[src/rtl/record_arbiter_pkg.sv]
// Shared types for the record arbiter: the record carried to the function unit
// and the arbiter FSM state encoding.
package record_arbiter_pkg;

    typedef struct packed {
        logic signed [31:0] x;
        logic        [31:0] y;
    } record_t;

    typedef enum logic [2:0] {
        IDLE,
        GRANT,
        SEND,
        WAIT,
        RETURN
    } arb_state_t;

endpackage

[src/rtl/record_arbiter_rr_pick.sv]
// Combinational round-robin picker: first set request at or after ptr, wrapping.
// Reusable by any scheduler that shares one unit among N requesters.
module rr_pick #(
    parameter int N    = 4,
    parameter int IDXW = $clog2(N)
) (
    input  logic [N-1:0]    req,
    input  logic [IDXW-1:0] ptr,
    output logic            valid,
    output logic [IDXW-1:0] idx
);

    logic [IDXW-1:0] cand;

    // Scan from the farthest offset down so the nearest request to ptr wins.
    always_comb begin
        valid = 1'b0;
        idx   = '0;
        cand  = '0;
        for (int k = N - 1; k >= 0; k--) begin
            cand = IDXW'((int'(ptr) + k) % N);
            if (req[cand]) begin
                valid = 1'b1;
                idx   = cand;
            end
        end
    end

endmodule

[src/rtl/record_arbiter.sv]
// Round-robin arbiter sharing one record->result function unit among N
// requesters, with a single transaction in flight and registered handshakes.
module record_arbiter
    import record_arbiter_pkg::*;
#(
    parameter int N    = 4,
    parameter int IDXW = $clog2(N)
) (
    input  logic            clk,
    input  logic            rst,
    input  record_t         req_in [N],
    input  logic [N-1:0]    req_in_sync,
    output logic [N-1:0]    req_in_notify,
    output record_t         fu_out,
    input  logic            fu_out_sync,
    output logic            fu_out_notify,
    input  logic [31:0]     fu_in,
    input  logic            fu_in_sync,
    output logic            fu_in_notify,
    output logic [31:0]     rsp_out [N],
    input  logic [N-1:0]    rsp_out_sync,
    output logic [N-1:0]    rsp_out_notify,
    output logic [IDXW-1:0] grant_id,
    output logic            busy
);

    localparam logic [N-1:0] ONE_HOT0 = N'(1);

    arb_state_t      state_reg, state_next;
    logic [IDXW-1:0] grant_reg, grant_next;
    logic [IDXW-1:0] ptr_reg, ptr_next;
    logic [N-1:0]    req_notify_reg, req_notify_next;
    record_t         fu_rec_reg, fu_rec_next;
    logic            fu_out_notify_reg, fu_out_notify_next;
    logic            fu_in_notify_reg, fu_in_notify_next;
    logic [N-1:0]    rsp_notify_reg, rsp_notify_next;
    logic [31:0]     rsp_data_reg [N];
    logic            rsp_we;
    logic            pick_valid;
    logic [IDXW-1:0] pick_idx;

    rr_pick #(.N(N), .IDXW(IDXW)) u_pick (
        .req   (req_in_sync),
        .ptr   (ptr_reg),
        .valid (pick_valid),
        .idx   (pick_idx)
    );

    always_ff @(posedge clk or posedge rst) begin
        if (rst) begin
            state_reg         <= IDLE;
            grant_reg         <= '0;
            ptr_reg           <= '0;
            req_notify_reg    <= '0;
            fu_rec_reg        <= '0;
            fu_out_notify_reg <= 1'b0;
            fu_in_notify_reg  <= 1'b0;
            rsp_notify_reg    <= '0;
        end else begin
            state_reg         <= state_next;
            grant_reg         <= grant_next;
            ptr_reg           <= ptr_next;
            req_notify_reg    <= req_notify_next;
            fu_rec_reg        <= fu_rec_next;
            fu_out_notify_reg <= fu_out_notify_next;
            fu_in_notify_reg  <= fu_in_notify_next;
            rsp_notify_reg    <= rsp_notify_next;
        end
    end

    // Each state waits only on its own partner's sync; everything else holds.
    always_comb begin
        state_next         = state_reg;
        grant_next         = grant_reg;
        ptr_next           = ptr_reg;
        req_notify_next    = req_notify_reg;
        fu_rec_next        = fu_rec_reg;
        fu_out_notify_next = fu_out_notify_reg;
        fu_in_notify_next  = fu_in_notify_reg;
        rsp_notify_next    = rsp_notify_reg;
        rsp_we             = 1'b0;
        case (state_reg)
            IDLE: begin
                if (pick_valid) begin
                    grant_next      = pick_idx;
                    req_notify_next = ONE_HOT0 << pick_idx;
                    state_next      = GRANT;
                end
            end
            GRANT: begin
                if (req_in_sync[grant_reg]) begin
                    fu_rec_next        = req_in[grant_reg];
                    req_notify_next    = '0;
                    fu_out_notify_next = 1'b1;
                    state_next         = SEND;
                end
            end
            SEND: begin
                if (fu_out_sync) begin
                    fu_out_notify_next = 1'b0;
                    fu_in_notify_next  = 1'b1;
                    state_next         = WAIT;
                end
            end
            WAIT: begin
                if (fu_in_sync) begin
                    rsp_we            = 1'b1;
                    fu_in_notify_next = 1'b0;
                    rsp_notify_next   = ONE_HOT0 << grant_reg;
                    state_next        = RETURN;
                end
            end
            RETURN: begin
                if (rsp_out_sync[grant_reg]) begin
                    rsp_notify_next = '0;
                    ptr_next        = (grant_reg == IDXW'(N - 1)) ? '0 : grant_reg + 1'b1;
                    state_next      = IDLE;
                end
            end
            default: state_next = IDLE;
        endcase
    end

    for (genvar gi = 0; gi < N; gi++) begin : g_rsp
        always_ff @(posedge clk or posedge rst) begin
            if (rst) begin
                rsp_data_reg[gi] <= '0;
            end else if (rsp_we && grant_reg == IDXW'(gi)) begin
                rsp_data_reg[gi] <= fu_in;
            end
        end
        assign rsp_out[gi] = rsp_data_reg[gi];
    end

    assign req_in_notify  = req_notify_reg;
    assign fu_out         = fu_rec_reg;
    assign fu_out_notify  = fu_out_notify_reg;
    assign fu_in_notify   = fu_in_notify_reg;
    assign rsp_out_notify = rsp_notify_reg;
    assign grant_id       = grant_reg;
    assign busy           = (state_reg != IDLE);

endmodule
[config.mk]
export PLATFORM = sky130hd
export DESIGN_NAME = record_arbiter
export DESIGN_NICKNAME = d
export VERILOG_FILES = /design/src/rtl/record_arbiter_pkg.sv /design/src/rtl/record_arbiter_rr_pick.sv /design/src/rtl/record_arbiter.sv
export SDC_FILE = /design/constraint.sdc
export NUM_CORES = 1
export LEC_CHECK = 0
export CORE_AREA = 4 4 192 194
export CTS_CLUSTER_SIZE = 24
export DETAILED_ROUTE_END_ITERATION = 8
export DIE_AREA = 0 0 196 198
export GPL_TIMING_DRIVEN = 0
export SKIP_LAST_GASP = 1
export SLEW_MARGIN = 20
export SYNTH_ARGS = -nofsm -noshare
export SYNTH_HDL_FRONTEND = slang
export SYNTH_SLANG_ARGS = --single-unit
[constraint.sdc]
create_clock -name clk -period 12.4 [get_ports clk]
set_clock_uncertainty 0.1 [all_clocks]
set_input_delay 1.24 -clock clk [delete_from_list [all_inputs] [get_ports clk]]
set_output_delay 1.24 -clock clk [all_outputs]
set_load 0.01 [all_outputs]
==> impl_metrics.tcl <==
set metrics [dict create \
    netSwitchingPower_mw 1.16 \
    maxSlewViolCount 0 \
    drt-initial-drc-count 245 \
    rr_startpoint "grant_id[1]" \
    clock_tree.root_cell "clkbuf_16" \
    grt_usage 0.184 \
    holdWs_ps 386 \
    worstPathArrival_ps 1980 \
    crit_path_start "state_reg[0]" \
    num_io_pins 505 \
    cts_hold_repair.buffers 0 \
    layout-area-overhead-vs-synth_pct 66.9 \
    path_clk_slew_ps 60 \
    final_hold_viol_count 0 \
    tns_ps 0 \
    drt.antenna.violating_nets 0 \
    power.share.switching 0.314 \
    dp.final_hpwl_um 29700 \
    fin_nets 1413 \
    layout_commonest_cell "clkdlybuf4s50_1" \
    clk-insertion-delay-late_ps 530 \
    route.final.wire_length_um 37300 \
    max_cap_violations 0 \
    clock_path_buffers 3 \
    met2_usage 0.317 \
    detail_route.drc_violations 0 \
    grt_start_max_net_pins 88 \
    post_detailed_route_via_to_cell_ratio 4.60 \
    tcrit_tclk_final 0.267 \
    power.density_cell_area_mw_per_mm2 226 \
    grt_remaining_overflow 0 \
    start_kind "register" \
    crit_slowest_cell "clkdlybuf4s50_1" \
    kind_of_path_behind_the_tightest_hold_check "reg -> reg" \
    most-common-layout-cells "clkdlybuf4s50_1, dfrtp_1, mux2_2" \
    setup_slack_after_placement_ps 9060 \
    num-fill-cells 3181 \
    drive_gt1_frac 0.252 \
    largest_register_ffs 128 \
    antenna_found_initial 11 \
    via_count 7350 \
    worst_slew_pin_slew_ps 801 \
    global_route.usage.met1 0.205 \
    cp_top_family "buffers and inverters" \
    finalPower_mw 3.71 \
    synth-seq-cells 209 \
    die_w_um 196 \
    internal_power_mw 2.54 \
    path_cells "buf_2, or3_1, clkdlybuf4s50_1" \
    placement_rows 69 \
    clock.fmax_mhz 302 \
    first_pass_grt_wire_length_um 54100 \
    synth_seq_area_share 0.532 \
    combinational_power_share 0.479 \
    outcome "completed" \
    post_cts.repair.setup_buffers 0 \
    total_leakage_power_nw 6.92 \
    via_count_of_the_first_global_routing_pass 8133 \
    timing.critical_path.buf_inv 2 \
    finalSetupViolations 0 \
    critical_path_required_ps 11060 \
    start_util 0.279 \
    grt-busiest-layer "met2" \
    timing.slew.headroom 0.466 \
    syn_nets 879 \
    minimum_clock_period_ps 3320 \
    hold_path.startpoint "rsp_out[8]" \
    critPathMaxStageDelay_ps 500 \
    met3_usage 0.0841 \
    power_frac_clock 0.208 \
    clock_sink_count 209 \
    tritoncts "built" \
    height_of_the_die_um 198 \
    post-route-util 0.466 \
    clock_tree.htree_level_count 1 \
    synth_top_area_share 0.532 \
    rsz0062_at_grt "no" \
    fin_ws_ps 9080 \
    placement.io_buffers 504 \
    firstDrtPassIters 4 \
    wl_per_cell_um 23.3 \
    floorplan.die_area_mm2 0.0388 \
    ys.warnings.count 0 \
    netlist_area_mm2 0.00984 \
    worst_ir_drop_vdd_mv 0.142 \
    post_cts_resized 0 \
    timing.setup.critical_path_class "reg -> out" \
    netlist.top_cell.by_area "dfrtp_1" \
    worst-path-max-fanout 8 \
    power.sequential.fraction 0.313 \
    cts_inserted_buffers 26 \
    netlist-cell-type-count 34 \
    synth.area.top_cells "dfrtp_1, mux4_2, mux2_2" \
    syn_avg_cell_area_um2 17.1 \
    synth_cells 575 \
    placer_s_final_routability_congestion_estimate 0.826 \
    core_area_mm2 0.0352 \
    worst_setup_path_end_kind "output pin" \
    r2r_setup_slack_ps 9580 \
]
[worst paths after layout]
check,to,cells after the start
max in group asynchronous,ptr_reg[1],3
worst max-delay path,busy,3
min in group asynchronous,rsp_out[65],2
worst max register to register,rsp_out[71],8
worst min-delay path,rsp_out[8],1
worst min register to register,rsp_out[8],1
[cell usage after synthesis]
cell type and n:
a21o_1 1, and3_1 1, nor4_1 1, a22o_1 4
nand2b_1 2, clkbuf_1 5, nand3_4 1, or3_1 1
nand2_1 12, buf_4 1, mux4_2 67, buf_6 25
o21bai_1 2, a311oi_1 1, or2_1 1, nand2_4 4
buf_1 1, mux2_1 60, dfrtp_1 209, mux2_2 94
o31ai_1 3, buf_2 6, or2_2 1, nor2b_1 1
o21ai_0 6, mux2_4 39, a211o_1 1, a21oi_1 3
inv_1 6, nand3_1 5, a211oi_1 1, nor2_1 4
ha_1 4, and2b_1 2
[layout make-up]
cell class,instances,area [um^2],area share
Buffer,38,342,0.0208
Sequential cell,209,5230,0.319
Antenna cell,7,17.5,0.00107
Clock inverter,12,129,0.00785
Multi-Input combinational cell,322,4240,0.258
Timing Repair Buffer,506,5100,0.311
Inverter,6,30.0,0.00183
Clock buffer,36,748,0.0456
Tap cell,461,577,0.0351
[power by group through the flow]
stage	clock, mW	sequential (mW)	combinational (mW)
floorplan	0	1.29	0.728
global placement	0	1.16	1.79
detailed placement	0	1.17	1.80
CTS	0.798	1.16	1.81
global route	0.822	1.20	1.90
finish	0.771	1.16	1.77
[stage by stage]
stage / instances / area [um^2]
3_5_place_dp: 1542 / 15500
6_report: 1597 / 16400
3_3_place_gp: 1540 / 15500
5_1_grt: 1597 / 16400
4_1_cts: 1590 / 16400
2_1_floorplan: 575 / 9840
[cells by family after synthesis]
family                   after synthesis  share of synthesized area
adder cells (fa/ha/maj)                4                    0.00509
AO/OA/AOI/OAI                         22                     0.0153
buffers and inverters                 44                     0.0370
multiplexers                         260                      0.389
flip-flops                           209                      0.532
AND/OR/NAND/NOR                       36                     0.0216
[routing by layer]
layer,share of wire,vias up,wire [um]
met5,0.0011,-,41
met4,0.020,6,745
met3,0.11,40,4150
met2,0.50,332,18700
met1,0.37,3718,13600
li1,-,3254,-
Note: power is estimated with default switching activity, not from simulation.
